File: src/rtl/uart_pkg.sv
// Shared types and constants for the debug-dump UART frame transmitter.
// UART_FRAME_CKSUM_EN selects a 7-byte frame (with XOR checksum) or 6 bytes.
package uart_pkg;

  localparam logic [7:0] UART_HDR = 8'hA5;

  typedef enum logic [1:0] {
    KIND_REG   = 2'b00,
    KIND_ALU   = 2'b01,
    KIND_INST  = 2'b10,
    KIND_OTHER = 2'b11
  } kind_e;

`ifdef UART_FRAME_CKSUM_EN
  localparam int UART_FRAME_BYTES = 7;
`else
  localparam int UART_FRAME_BYTES = 6;
`endif

  typedef enum logic [1:0] {
    ST_IDLE,
    ST_START,
    ST_BITS,
    ST_STOP
  } tx_state_e;

  typedef struct packed {
    logic [1:0]  kind;
    logic [4:0]  addr;
    logic [31:0] data;
  } pkt_t;

  function automatic logic [7:0] pkt_byte(
    input pkt_t       p,
    input logic [2:0] idx
  );
    logic [7:0] b;
    case (idx)
      3'd1:    b = {1'b0, p.kind, p.addr};
      3'd2:    b = p.data[31:24];
      3'd3:    b = p.data[23:16];
      3'd4:    b = p.data[15:8];
      3'd5:    b = p.data[7:0];
      default: b = UART_HDR;
    endcase
    return b;
  endfunction

endpackage

File: src/rtl/uart_byte_tx.sv
// 8N1 bit engine: start, eight data bits LSB first, stop, CLK_DIV clocks each.
// A byte offered on the last stop cycle follows with no idle gap.
module uart_byte_tx
  import uart_pkg::*;
#(
  parameter int CLK_DIV = 434
) (
  input  logic       clk,
  input  logic       resetn,
  input  logic       byte_valid,
  input  logic [7:0] byte_data,
  output logic       tx,
  output logic       byte_done,
  output logic       byte_near
);

  localparam int CW = $clog2(CLK_DIV);
  localparam logic [CW-1:0] LAST = CW'(CLK_DIV - 1);
  localparam logic [CW-1:0] NEAR = CW'(CLK_DIV - 2);

  tx_state_e     state_q, state_d;
  logic [CW-1:0] cnt_q, cnt_d;
  logic [2:0]    bit_q, bit_d;
  logic [7:0]    shift_q, shift_d;
  logic          tx_q, tx_d;
  logic          tick;

  assign tick      = cnt_q == LAST;
  assign byte_done = (state_q == ST_STOP) && tick;
  assign byte_near = (state_q == ST_STOP) && (cnt_q == NEAR);
  assign tx        = tx_q;

  always_comb begin
    state_d = state_q;
    cnt_d   = cnt_q;
    bit_d   = bit_q;
    shift_d = shift_q;
    tx_d    = tx_q;
    if (state_q != ST_IDLE) begin
      cnt_d = tick ? '0 : cnt_q + CW'(1);
    end
    unique case (state_q)
      ST_IDLE: begin
        if (byte_valid) begin
          state_d = ST_START;
          shift_d = byte_data;
          cnt_d   = '0;
          tx_d    = 1'b0;
        end
      end
      ST_START: begin
        if (tick) begin
          state_d = ST_BITS;
          bit_d   = 3'd0;
          tx_d    = shift_q[0];
        end
      end
      ST_BITS: begin
        if (tick) begin
          if (bit_q == 3'd7) begin
            state_d = ST_STOP;
            tx_d    = 1'b1;
          end else begin
            bit_d   = bit_q + 3'd1;
            shift_d = shift_q >> 1;
            tx_d    = shift_q[1];
          end
        end
      end
      ST_STOP: begin
        if (tick) begin
          // chain straight into the next start bit
          if (byte_valid) begin
            state_d = ST_START;
            shift_d = byte_data;
            tx_d    = 1'b0;
          end else begin
            state_d = ST_IDLE;
            tx_d    = 1'b1;
          end
        end
      end
    endcase
  end

  always_ff @(posedge clk or negedge resetn) begin
    if (!resetn) begin
      state_q <= ST_IDLE;
      cnt_q   <= '0;
      bit_q   <= 3'd0;
      shift_q <= 8'd0;
      tx_q    <= 1'b1;
    end else begin
      state_q <= state_d;
      cnt_q   <= cnt_d;
      bit_q   <= bit_d;
      shift_q <= shift_d;
      tx_q    <= tx_d;
    end
  end

endmodule

File: src/rtl/uart_frame_tx.sv
// Packet-to-UART frame sequencer: A5, kind/addr, data MSB first.
// With UART_FRAME_CKSUM_EN an XOR checksum byte closes the frame.
module uart_frame_tx
  import uart_pkg::*;
#(
  parameter int CLK_DIV = 434
) (
  input  logic        clk,
  input  logic        resetn,
  input  logic        uart_send_en,
  input  logic [31:0] data,
  input  logic [4:0]  addr,
  input  logic [1:0]  kind,
  output logic        tx,
  output logic        busy,
  output logic        done,
  output logic        drop
);

  localparam logic [2:0] IDX_LAST = 3'(UART_FRAME_BYTES - 1);

  pkt_t       pkt_q;
  logic [2:0] idx_q, idx_nxt;
  logic       busy_q, done_q, drop_q;
  logic       accept, last, advance;
  logic       byte_valid, byte_done, byte_near;
  logic [7:0] byte_data;

  assign accept     = uart_send_en && !busy_q;
  assign last       = idx_q == IDX_LAST;
  assign advance    = busy_q && byte_done && !last;
  assign byte_valid = accept || advance;
  assign idx_nxt    = idx_q + 3'd1;

  assign busy = busy_q;
  assign done = done_q;
  assign drop = drop_q;

`ifdef UART_FRAME_CKSUM_EN
  logic [7:0] cksum_q;

  always_ff @(posedge clk or negedge resetn) begin
    if (!resetn) begin
      cksum_q <= 8'd0;
    end else if (accept) begin
      cksum_q <= 8'd0;
    end else if (advance && idx_nxt != 3'd6) begin
      cksum_q <= cksum_q ^ byte_data;
    end
  end
`endif

  always_comb begin
    byte_data = pkt_byte(pkt_q, idx_nxt);
    if (accept) begin
      byte_data = UART_HDR;
    end
`ifdef UART_FRAME_CKSUM_EN
    else if (idx_nxt == 3'd6) begin
      byte_data = cksum_q;
    end
`endif
  end

  always_ff @(posedge clk or negedge resetn) begin
    if (!resetn) begin
      busy_q <= 1'b0;
      idx_q  <= 3'd0;
      pkt_q  <= '0;
      done_q <= 1'b0;
      drop_q <= 1'b0;
    end else begin
      // done covers the final stop-bit cycle
      done_q <= busy_q && last && byte_near;
      drop_q <= uart_send_en && busy_q;
      if (accept) begin
        busy_q <= 1'b1;
        idx_q  <= 3'd0;
        pkt_q  <= {kind, addr, data};
      end else if (busy_q && byte_done) begin
        if (last) begin
          busy_q <= 1'b0;
        end else begin
          idx_q <= idx_nxt;
        end
      end
    end
  end

  uart_byte_tx #(
    .CLK_DIV(CLK_DIV)
  ) u_byte (
    .clk       (clk),
    .resetn    (resetn),
    .byte_valid(byte_valid),
    .byte_data (byte_data),
    .tx        (tx),
    .byte_done (byte_done),
    .byte_near (byte_near)
  );

endmodule

File: config.mk
export PLATFORM = sky130hd
export DESIGN_NAME = uart_frame_tx
export DESIGN_NICKNAME = d
export VERILOG_FILES = /design/src/rtl/uart_pkg.sv /design/src/rtl/uart_byte_tx.sv /design/src/rtl/uart_frame_tx.sv
export SDC_FILE = /design/constraint.sdc
export NUM_CORES = 1
export LEC_CHECK = 0
export CAP_MARGIN = 40
export CORE_AREA = 3 3 93 78
export DETAILED_ROUTE_END_ITERATION = 12
export DIE_AREA = 0 0 96 81
export GPL_ROUTABILITY_DRIVEN = 0
export PLACE_DENSITY_LB_ADDON = 0.05
export SLEW_MARGIN = 0
export SYNTH_ARGS = -nofsm -noshare
export SYNTH_HDL_FRONTEND = slang
export SYNTH_HIERARCHICAL = 1
export SYNTH_SLANG_ARGS = --single-unit
File: constraint.sdc
create_clock -name clk -period 2.9 [get_ports clk]
set_clock_uncertainty 0.1 [all_clocks]
set_input_delay 0.29 -clock clk [delete_from_list [all_inputs] [get_ports clk]]
set_output_delay 0.29 -clock clk [all_outputs]
set_load 0.005 [all_outputs]
Word level (Yosys, flattened, before mapping)
Cells that the tools add are included.
{ "word_totals": {"input_bits": 42, "output_inout_bits": 4, "wordCells": 92, "regBits": 68} }
{ "classes": {"muxes": 35, "eq_ne": 19, "add_sub_neg": 3, "reduce_logical": 23} }
{ "op_table": {"columns": ["cell", "n"], "rows": [
  ["8-bit two-way mux", 5],
  ["8-bit case mux with 5 select lines", 1],
  ["9-bit two-way mux", 4],
  ["8-bit case mux with 3 select lines", 1],
  ["9-bit equality test (second input constant)", 2],
  ["3-bit two-way mux", 6],
  ["3-bit equality test (second input constant)", 4],
  ["4-bit AND reduction", 3],
  ["1-bit two-way mux", 10],
  ["2-bit two-way mux", 5],
  ["9-bit by 1-bit adder with 9-bit output (second input constant)", 1],
  ["1-bit logical AND", 8],
  ["2-bit by 1-bit inequality test with 1-bit output (second input constant)", 4],
  ["2-bit case mux with 4 select lines", 1],
  ["2-bit nonzero test", 4],
  ["3-bit by 1-bit adder with 3-bit output (second input constant)", 2],
  ["3-bit by 2-bit equality test with 1-bit output (second input constant)", 2],
  ["2-bit inequality test (second input constant)", 3],
  ["3-bit case mux with 2 select lines", 1],
  ["5-bit AND reduction", 1],
  ["2-bit equality test (second input constant)", 2],
  ["1-bit case mux with 4 select lines", 1],
  ["2-bit AND reduction", 2],
  ["3-bit by 1-bit equality test with 1-bit output (second input constant)", 1],
  ["5 further kinds", 6]
]} }

Logic depth before layout (Yosys ltp)
Gate-level depths: netlist of the first run.
{ "depth": {"depth_word": 8, "ltp_mapped": 9, "mapped_depth_nobuf": 9} }

Modules after synthesis
Netlist of the first run, hierarchy kept.
{ "by_module_without_submodules": {"columns": ["module", "cells_per_inst", "area_per_inst_um2", "seq_area_each_um2", "instances"], "rows": [
  ["uart_frame_tx", 158, 2082.0, 1126.1, 1],
  ["uart_byte_tx", 142, 1401.3, 576.8, 1]
]} }

Worst setup path after synthesis of the first run
Ideal clock, no wire load.
{ "synth_path": {"path_kind": "reg2reg", "from": "reg u_byte.cnt_q[1]", "to": "reg u_byte.shift_q[7]", "period_less_slack_ps": 2208, "required_time_ps": 2672, "path_stages_with_launch": 10, "n_path_buf": 0, "setup_ps": 128, "setup_slack_ps": 692, "arrival_ps": 1980, "cell_sequence": "dfrtp_1 inv_1 ha_1 and4bb_4 and3_1 a31o_2 nand2b_1 a21oi_1 o21ai_4 mux2_1"} }
{ "synth_between": {"elab_chain_cells": 8, "elab_cells_between_ends": 11, "classes_between": "eq/ne (3); mux (3); reduce/logical (5)"} }
{ "synth_lines": {"columns": ["item", "line", "text"], "rows": [
  ["from (decl)", "uart_byte_tx.sv:22", "logic [CW-1:0] cnt_q, cnt_d;"],
  ["from (signal assigned)", "uart_byte_tx.sv:95", "cnt_q <= cnt_d;"],
  ["9-bit equality test *", "uart_byte_tx.sv:28", "assign tick = cnt_q == LAST;"],
  ["1-bit logical AND *", "uart_byte_tx.sv:29", "assign byte_done = (state_q == ST_STOP) && tick;"],
  ["named net byte_done", "uart_frame_tx.sv:26", "logic byte_valid, byte_done, byte_near;"],
  ["1-bit logical AND * (2 in a row)", "uart_frame_tx.sv:31", "assign advance = busy_q && byte_done && !last;"],
  ["1-bit logical OR *", "uart_frame_tx.sv:32", "assign byte_valid = accept || advance;"],
  ["named net byte_valid", "uart_frame_tx.sv:26", null],
  ["8-bit two-way mux *", null, null],
  ["8-bit two-way mux", null, null],
  ["8-bit case mux with 3 select lines *", null, null],
  ["to (signal assigned)", "uart_byte_tx.sv:97", "shift_q <= shift_d;"],
  ["to (decl)", "uart_byte_tx.sv:24", "logic [7:0] shift_q, shift_d;"]
]} }
The timed path passes the listed nets; every way through them passes the cells marked *. The select of a mux whose other input is x is not followed.
A chain may end at the register's enable or synchronous reset.

Worst setup path after layout of the first run
Same ends and word-level chain as after synthesis.

==> impl_metrics.py, run 1 <==
metrics = {
    "final_layout": {
        "final_common_cell": "dfrtp_1",
        "drive_above_1_share_pct": 23.6,
        "nets": 402,
        "fin_area_sq_um": 4190,
        "finalNonFillerCells": 435,
        "antenna_cells": 0,
        "area_growth_pct": 20.3,
        "fill_cells": 490,
        "final_cell_mix": "dfrtp_1, mux2_2, clkdlybuf4s50_1",
    },
    "placed_design": {
        "hpwlAfterDp_um": 5370,
        "dp_cells": 418,
        "postPlaceCellArea_sq_um": 3980,
        "io_buffers": 45,
        "dpl_worst_slack_ns": 0.463,
    },
    "synth": {
        "synthArstFlopShare_pct": 100,
        "syn_inst": 300,
        "ys_seq_area_share_pct": 48.9,
        "yosys_most_used_dff": "dfrtp_1",
        "yosysWarnings": 6,
        "syn_area_per_cell_sq_um": 11.6,
        "synth_seq_cells": 68,
        "syn_nets": 356,
        "netlist_area_sq_um": 3480,
        "ys_types": 43,
        "synth_edf_count": 0,
    },
    "grt": {
        "antenna_found_initial": 0,
        "grt_pass1_wl_um": 12500,
        "grt.overflow.total": 0,
        "grt_max_degree": 40,
        "grt_pass1_vias": 2468,
        "track_usage_pct": 20.9,
    },
    "clock_network": {
        "cts_buffers": 9,
        "cts-root-buf": "clkbuf_8",
        "clk_latency_ns": 0.33,
        "path_clk_slew_ns": 0.07,
        "htree_levels": 3,
        "clk_path_buf_depth": 2,
        "cts_sinks": 68,
        "post_cts_resized": 0,
        "cts_tree": "done",
    },
    "setup_path": {
        "start_kind": "register",
        "critPathCaptureType": "register",
        "crit_fanout": 8,
        "worstSetupPathType": "reg -> reg",
        "cp.arrival_ns": 2.58,
        "cp_data_required_time_ns": 3.02,
    },
    "drt": {
        "vias": 2515,
        "wl_per_cell_um": 16.8,
        "ant_nets": 0,
        "drt_iter0_markers": 133,
        "dr.pass1.iters": 4,
        "viasPerCell": 5.78,
        "drc": 0,
        "routed_wl_um": 7330,
    },
    "die": {
        "dieHeight_um": 81,
        "core_sq_um": 6340,
        "dieArea_sq_um": 7780,
        "chipWidth_um": 96,
        "start_util_pct": 54.9,
        "num_rows": 26,
        "ios": 46,
    },
    "worst_hold_path": {
        "holdCritPathClass": "reg -> reg",
    },
    "power_and_ir_drop": {
        "p_sw_share_pct": 31.9,
        "p_per_area_nw_per_um2": 817,
        "power.switching_uw": 1090,
        "combPwrFrac_pct": 31.9,
        "p_seq_share_pct": 45.2,
        "power_uw": 3420,
        "clockPowerShare_pct": 22.9,
        "vdd_drop_max_v": 0.000363,
        "p_leak_uw": 0.00179,
        "internal_power_uw": 2330,
    },
    "timing": {
        "fin_setup_tns_ns": 0,
        "drv_slew": 0,
        "fin_ws_ns": 0.435,
        "rsz0062_at_grt": "false",
        "setup_viol": 0,
        "worst_slew_pin_slew_ns": 0.699,
        "period_share_pct": 85.0,
        "finalHoldViolCount": 0,
        "fmax_ghz": 0.406,
        "post-route-min-period_ns": 2.46,
        "relSlewSlack_pct": 53.4,
    },
    "run_status": {
        "status": "finished, final reports clean",
    },
    "flow_run": {
        "maxCapViolations": 0,
    },
}
-- stage by stage --
step                      hold WS, ns  utilization [%]
after global placement          0.282             62.7
after global routing            0.406             66.1
after detailed placement        0.272             62.7
after floorplan                -0.106                -
after CTS                       0.388             66.1
final                           0.387             66.1
-- sequential cells by signal, summed over array words and instances, names as in the netlist, 2 cells and up --
| register | count |
|---|---|
| u_byte/state_q | 2 |
| u_byte/cnt_q | 9 |
| u_byte/shift_q | 8 |
| idx_q | 3 |
| pkt_q | 39 |
| u_byte/bit_q | 3 |
-- worst paths after layout --
check / slack, ns / startpoint / depth (start not counted) / endpoint
worst min-delay path: 0.39 / u_byte/tx$_DFFE_PN1P_ / 1 / u_byte/tx$_DFFE_PN1P_
max in group asynchronous: 1.61 / resetn / 3 / pkt_q[34]$_DFFE_PN0P_
worst min register to register: 0.39 / u_byte/tx$_DFFE_PN1P_ / 1 / u_byte/tx$_DFFE_PN1P_
min in group asynchronous: 0.43 / resetn / 2 / pkt_q[4]$_DFFE_PN0P_
worst max-delay path: 0.44 / u_byte/cnt_q[1]$_DFF_PN0_ / 9 / u_byte/shift_q[7]$_DFFE_PN0P_
worst max register to register: 0.44 / u_byte/cnt_q[1]$_DFF_PN0_ / 9 / u_byte/shift_q[7]$_DFFE_PN0P_
-- cell usage after synthesis (2+ instances only) --
library cell	instances	area share, %
o2bb2ai_1	2	0.50
nor2_1	9	0.97
buf_6	6	1.9
a22o_1	5	1.3
mux2_2	56	18
and3_1	4	0.72
nand2_1	21	2.3
buf_1	2	0.22
clkbuf_1	3	0.32
mux2i_1	2	0.57
a21oi_1	7	1.0
nand3_1	17	2.4
ha_1	14	5.0
a31oi_1	6	1.1
nor3_1	3	0.43
nor4_1	2	0.36
a32oi_1	9	2.3
buf_2	3	0.43
o2111ai_1	3	0.75
o21ai_0	16	2.3
nand2b_1	2	0.36
a21o_1	3	0.65
inv_1	13	1.4
a22oi_1	3	0.65
o21a_1	2	0.43
dfrtp_1	67	48
nor2b_1	4	0.72
-- power by group through the flow --
stage | combinational, uW | clock, uW | sequential [uW]
finish | 1090 | 785 | 1550
global route | 1240 | 853 | 1590
CTS | 1100 | 812 | 1540
detailed placement | 1090 | 0 | 1560
global placement | 1070 | 0 | 1550
floorplan | 843 | 0 | 1460
-- worst max-delay path, stage by stage, from the launching register on --
cell	delay [ns]
dfrtp_1	0.43
inv_1	0.12
ha_1	0.15
and4bb_4	0.28
and3_1	0.21
a31o_2	0.26
nand2b_1	0.07
a21oi_1	0.24
o21ai_4	0.15
mux2_1	0.33
-- layer usage --
metal  vias to the layer above  wire length (um)  GRT usage [%]
met2                        64              3200           29.9
met3                         9               414           5.28
met5                         -                 0              0
li1                       1201                 -              -
met1                      1241              3630           31.3
met4                         0                81           5.97
-- layout make-up --
| type | count | area [sq um] | area share, % |
|---|---|---|---|
| clock buffers | 12 | 155 | 3.70 |
| multi-input cells | 204 | 1630 | 39.0 |
| inverters | 13 | 48.8 | 1.16 |
| well taps | 84 | 105 | 2.51 |
| repair buffers | 50 | 498 | 11.9 |
| flip-flops and latches | 68 | 1700 | 40.6 |
| clock inverters | 4 | 47.5 | 1.13 |
-- repair_timing --
action	CTS	global route
buffers inserted	0	0
hold endpoints to repair	28	0
hold buffers	1	0
-- logic make-up (layout without fill, tap and decap cells) --
family	after synthesis	after routing	synth area share (%)
simple gates	69	69	10.1
flops	68	68	48.9
compound gates	62	62	12.6
mux	59	59	19.0
buf+inv	28	79	4.45
fa+ha+maj	14	14	5.03
(Power assumes the default switching activity.)
==> inputs of run 2 (changes only) <==
clock period = 2.4 ns   (was 2.9 ns; I/O delays follow)
==> impl_metrics.py, run 2 (same netlist as run 1, synthesis figures left out) <==
metrics = {
    "timing": {
        "drv_slew": 0,
        "worst_slew_pin_slew_ns": 0.560,
        "post-route-min-period_ns": 2.30,
        "period_share_pct": 95.8,
        "rsz0062_at_grt": "false",
        "setup_viol": 0,
        "finalHoldViolCount": 0,
        "fmax_ghz": 0.435,
        "fin_setup_tns_ns": 0,
        "relSlewSlack_pct": 62.6,
    },
    "setup_path": {
        "r2r_start": "idx_q[0]$_DFFE_PN0P_",
        "r2r_cells": 7,
        "cp.arrival_ns": 2.43,
        "path_cells": "ha_1 > ha_1 > o21ai_0 > a21oi_2 > o2111ai_1 > mux2_2 > mux2_2",
        "reg2reg_to": "u_byte/shift_q[5]$_DFFE_PN0P_",
        "start_kind": "register",
        "critPathMaxStageDelay_ns": 0.40,
        "critPathCaptureType": "register",
        "critPathSlowestCell": "dfrtp_1",
        "timing.critical_path.buf_inv": 0,
        "cp_num_cells": 7,
        "crit_fanout": 4,
        "cp_data_required_time_ns": 2.53,
        "cpLargestDelayFamily": "compound AO/OA/AOI/OAI gates",
        "r2r_slack_ns": 0.10,
        "worstSetupPathType": "reg -> reg",
    },
    "final_layout": {
        "largest_reg_flops": 39,
        "final_cell_mix": "dfrtp_1, mux2_2, clkdlybuf4s50_1",
        "area_growth_pct": 22.4,
        "antenna_cells": 0,
        "finalNonFillerCells": 450,
        "drive_above_1_share_pct": 27.0,
        "regMostFlops": "pkt_q",
        "nets": 419,
        "final_common_cell": "dfrtp_1",
        "reg_top3": "pkt_q (39), u_byte/cnt_q (9), u_byte/shift_q (8)",
    },
    "run_status": {
        "status": "finished, final reports clean",
    },
    "die": {
        "core_sq_um": 6340,
        "start_util_pct": 54.9,
        "ios": 46,
        "num_rows": 26,
        "dieArea_sq_um": 7780,
        "dieHeight_um": 81,
        "chipWidth_um": 96,
    },
    "clock_network": {
        "cts_tree": "done",
        "htree_levels": 3,
        "cts_buffers": 9,
        "cts_sinks": 68,
        "clk_latency_ns": 0.34,
        "cts-root-buf": "clkbuf_8",
        "path_clk_slew_ns": 0.07,
        "clk_path_buf_depth": 2,
    },
    "placed_design": {
        "dp_cells": 434,
        "hpwlAfterDp_um": 5650,
        "io_buffers": 45,
    },
    "power_and_ir_drop": {
        "p_leak_uw": 0.00185,
        "p_per_area_nw_per_um2": 956,
        "vdd_drop_max_v": 0.000591,
    },
    "grt": {
        "grt.overflow.total": 0,
        "track_usage_pct": 21.6,
        "grt_max_degree": 42,
        "grt_pass1_wl_um": 12700,
        "grt_pass1_vias": 2536,
        "antenna_found_initial": 0,
    },
    "drt": {
        "wl_per_cell_um": 16.7,
        "drt_iter0_markers": 190,
        "dr.pass1.iters": 6,
        "vias": 2571,
        "drc": 0,
        "viasPerCell": 5.71,
        "routed_wl_um": 7530,
        "ant_nets": 0,
    },
    "worst_hold_path": {
        "holdCritPathClass": "in -> async",
    },
    "flow_run": {
        "maxCapViolations": 0,
    },
}
==> run 2: cell types whose count changed in the layout (fill, tap and decap cells not counted), sizes merged <==
cell	delta
buf	+17
bufinv	-1
clkbuf	-1
clkinv	+1
clkinvlp	-1
==> run 2: tightest hold or removal path, stage by stage <==
cell	delay, ns
dlygate4sd3_1	0.52
buf_2	0.11
buf_4	0.32
==> run 2: per-layer routing <==
metal  vias up  GRT usage, %  wire [um]
met5         -             0          0
met4         0          5.97         60
met3         7          6.20        592
met2        96          30.6       3240
met1      1243          32.2       3640
li1       1225             -          -
==> run 2: power by group <==
group	total (uW)	internal, uW	switching, uW
Combinational	1460	790	670
Clock	788	386	402
Sequential	1830	1560	270
==> run 2: layout make-up <==
| cell class | instances | area [sq um] |
|---|---|---|
| fillers | 505 | 2080 |
| flip-flops and latches | 68 | 1700 |
| multi-input cells | 204 | 1640 |
| repair buffers | 67 | 613 |
| clock buffers | 11 | 141 |
| well taps | 84 | 105 |
| inverters | 13 | 48.8 |
| clock inverters | 3 | 15.0 |
==> run 2: how the worst max path moves through the flow <==
stage	start	to
final	idx_q[0]$_DFFE_PN0P_	u_byte/shift_q[5]$_DFFE_PN0P_
after global routing	idx_q[0]$_DFFE_PN0P_	u_byte/shift_q[6]$_DFFE_PN0P_
after CTS	u_byte/cnt_q[1]$_DFF_PN0_	u_byte/shift_q[7]$_DFFE_PN0P_
after detailed placement	u_byte/cnt_q[1]$_DFF_PN0_	u_byte/shift_q[7]$_DFFE_PN0P_
after global placement	u_byte/cnt_q[1]$_DFF_PN0_	u_byte/shift_q[7]$_DFFE_PN0P_
after floorplan	u_byte/cnt_q[1]$_DFF_PN0_	u_byte/shift_q[7]$_DFFE_PN0P_
==> run 2: repair_timing <==
item | 4_1_cts | 5_1_grt
hold buffers | 1 | 0
setup endpoints to repair | 0 | 9
endpoints found under the hold margin | 67 | 0
gates resized for setup | 0 | 1
buffers inserted | 0 | 1
==> run 2: metrics by stage <==
stage | total power [uW] | utilization, % | hold WS, ns | area [sq um] | setup WS, ns
2_1_floorplan | 2780 | - | -0.156 | 3480 | 0.192
3_3_place_gp | 3250 | 64.4 | 0.168 | 4090 | 0.141
3_5_place_dp | 3280 | 64.4 | 0.176 | 4090 | 0.0767
4_1_cts | 4080 | 67.0 | 0.338 | 4250 | 0.0583
5_1_grt | 4360 | 67.2 | 0.371 | 4260 | 0.00523
6_report | 4080 | 67.2 | 0.340 | 4260 | 0.101
==> inputs of run 3 (changes only) <==
CORE_AREA = 3 3 103 85   (was 3 3 93 78)
DIE_AREA = 0 0 106 88   (was 0 0 96 81)
==> impl_metrics.py, run 3 (same netlist as run 1, synthesis figures left out) <==
metrics = {
    "run_status": {
        "status": "finished, final reports clean",
    },
    "setup_path": {
        "start_kind": "register",
        "r2r_start": "u_byte/cnt_q[0]$_DFF_PN0_",
        "cp_data_required_time_ns": 2.54,
        "reg2reg_to": "u_byte/state_q[1]$_DFFE_PN0P_",
        "r2r_cells": 9,
        "critPathCaptureType": "register",
        "r2r_slack_ns": 0.14,
        "cp.arrival_ns": 2.39,
        "worstSetupPathType": "reg -> reg",
        "crit_fanout": 5,
    },
    "clock_network": {
        "path_clk_slew_ns": 0.07,
        "htree_levels": 3,
        "cts-root-buf": "clkbuf_8",
        "clk_latency_ns": 0.35,
        "cts_tree": "done",
        "clk_path_buf_depth": 2,
        "cts_buffers": 9,
        "cts_sinks": 68,
    },
    "timing": {
        "fmax_ghz": 0.443,
        "post-route-min-period_ns": 2.26,
        "fin_ws_ns": 0.143,
        "period_share_pct": 94.1,
        "rsz0062_at_grt": "false",
        "worst_slew_pin_slew_ns": 0.607,
        "fin_setup_tns_ns": 0,
        "finalHoldViolCount": 0,
        "relSlewSlack_pct": 59.5,
        "drv_slew": 0,
        "setup_viol": 0,
    },
    "grt": {
        "grt_pass1_vias": 2415,
        "grt.overflow.total": 0,
        "grt_pass1_wl_um": 13000,
        "grt_max_degree": 35,
        "track_usage_pct": 18.3,
        "antenna_found_initial": 0,
    },
    "final_layout": {
        "area_growth_pct": 25.5,
        "fin_util_pct": 55.8,
        "drive_above_1_share_pct": 27.7,
        "regMostFlops": "pkt_q",
        "fin_area_sq_um": 4370,
        "final_common_cell": "dfrtp_1",
        "finalNonFillerCells": 476,
        "largest_reg_flops": 39,
        "antenna_cells": 0,
        "nets": 419,
        "final_cell_mix": "dfrtp_1, mux2_2, clkdlybuf4s50_1",
        "reg_top3": "pkt_q (39), u_byte/cnt_q (9), u_byte/shift_q (8)",
    },
    "drt": {
        "vias": 2504,
        "drc": 0,
        "wl_per_cell_um": 16.5,
        "dr.pass1.iters": 5,
        "viasPerCell": 5.26,
        "drt_iter0_markers": 145,
        "routed_wl_um": 7860,
        "ant_nets": 0,
    },
    "die": {
        "core_sq_um": 7840,
        "start_util_pct": 44.4,
        "dieArea_sq_um": 9330,
        "ios": 46,
        "dieHeight_um": 88,
        "chipWidth_um": 106,
        "num_rows": 29,
    },
    "power_and_ir_drop": {
        "clockPowerShare_pct": 25.0,
        "p_sw_share_pct": 31.7,
        "combPwrFrac_pct": 33.2,
        "internal_power_uw": 2980,
        "p_per_area_nw_per_um2": 1000,
        "p_seq_share_pct": 41.8,
        "power.switching_uw": 1390,
        "p_leak_uw": 0.00188,
        "vdd_drop_max_v": 0.000447,
    },
    "placed_design": {
        "hpwlAfterDp_um": 5870,
        "io_buffers": 45,
        "postPlaceCellArea_sq_um": 4120,
        "dpl_worst_slack_ns": 0.119,
        "dp_cells": 458,
    },
    "flow_run": {
        "maxCapViolations": 0,
    },
    "worst_hold_path": {
        "holdCritPathClass": "in -> async",
    },
}
-- run 3: metal layers --
metal | wire length, um | share of wire (%) | up-vias | track usage (%)
li1 | - | - | 1232 | -
met1 | 4130 | 52 | 1190 | 28.2
met2 | 3050 | 39 | 72 | 24.2
met3 | 583 | 7.4 | 10 | 5.97
met4 | 104 | 1.3 | 0 | 5.29
met5 | 0 | 0 | - | 0
-- run 3: worst max path at each step --
stage,from,endpoint,depth (start not counted)
floorplan,u_byte/cnt_q[1]$_DFF_PN0_,u_byte/shift_q[7]$_DFFE_PN0P_,9
global placement,u_byte/cnt_q[1]$_DFF_PN0_,u_byte/shift_q[7]$_DFFE_PN0P_,9
detailed placement,u_byte/cnt_q[1]$_DFF_PN0_,u_byte/shift_q[7]$_DFFE_PN0P_,9
CTS,u_byte/cnt_q[1]$_DFF_PN0_,u_byte/shift_q[7]$_DFFE_PN0P_,9
global route,u_byte/cnt_q[1]$_DFF_PN0_,u_byte/state_q[1]$_DFFE_PN0P_,10
finish,u_byte/cnt_q[0]$_DFF_PN0_,u_byte/state_q[1]$_DFFE_PN0P_,9
-- run 3: timing repair --
| item | 4_1_cts | 5_1_grt |
|---|---|---|
| hold buffers | 1 | 0 |
| buffers inserted | 0 | 1 |
| hold endpoints to repair | 67 | 0 |
| endpoints found under the setup margin | 0 | 8 |
| gates resized for setup | 0 | 2 |
-- run 3: stage by stage --
stage | power, uW | hold WS (ns)
2_1_floorplan | 2780 | -0.156
3_3_place_gp | 3270 | 0.212
3_5_place_dp | 3280 | 0.209
4_1_cts | 4400 | 0.358
5_1_grt | 4680 | 0.372
6_report | 4370 | 0.356
-- run 3: final cells by class --
cell class / count / area [sq um]
inverters: 13 / 48.8
clock inverters: 5 / 83.8
clock buffers: 11 / 151
flip-flops and latches: 68 / 1700
well taps: 108 / 135
multi-input cells: 204 / 1640
fillers: 718 / 3470
repair buffers: 67 / 613
-- run 3: critical path, stage by stage, from the launching register on --
cell	delay, ns
dfrtp_1	0.39
ha_1	0.20
and4bb_4	0.22
and3_1	0.21
a31o_2	0.24
buf_4	0.15
inv_1	0.07
nand2_1	0.10
o211ai_1	0.12
mux2_2	0.35
-- run 3: power by group through the flow --
stage	registers [uW]	logic, uW	clock network, uW
2_1_floorplan	1760	1020	0
3_3_place_gp	1840	1420	0
3_5_place_dp	1840	1440	0
4_1_cts	1820	1450	1130
5_1_grt	1880	1620	1180
6_report	1830	1450	1090
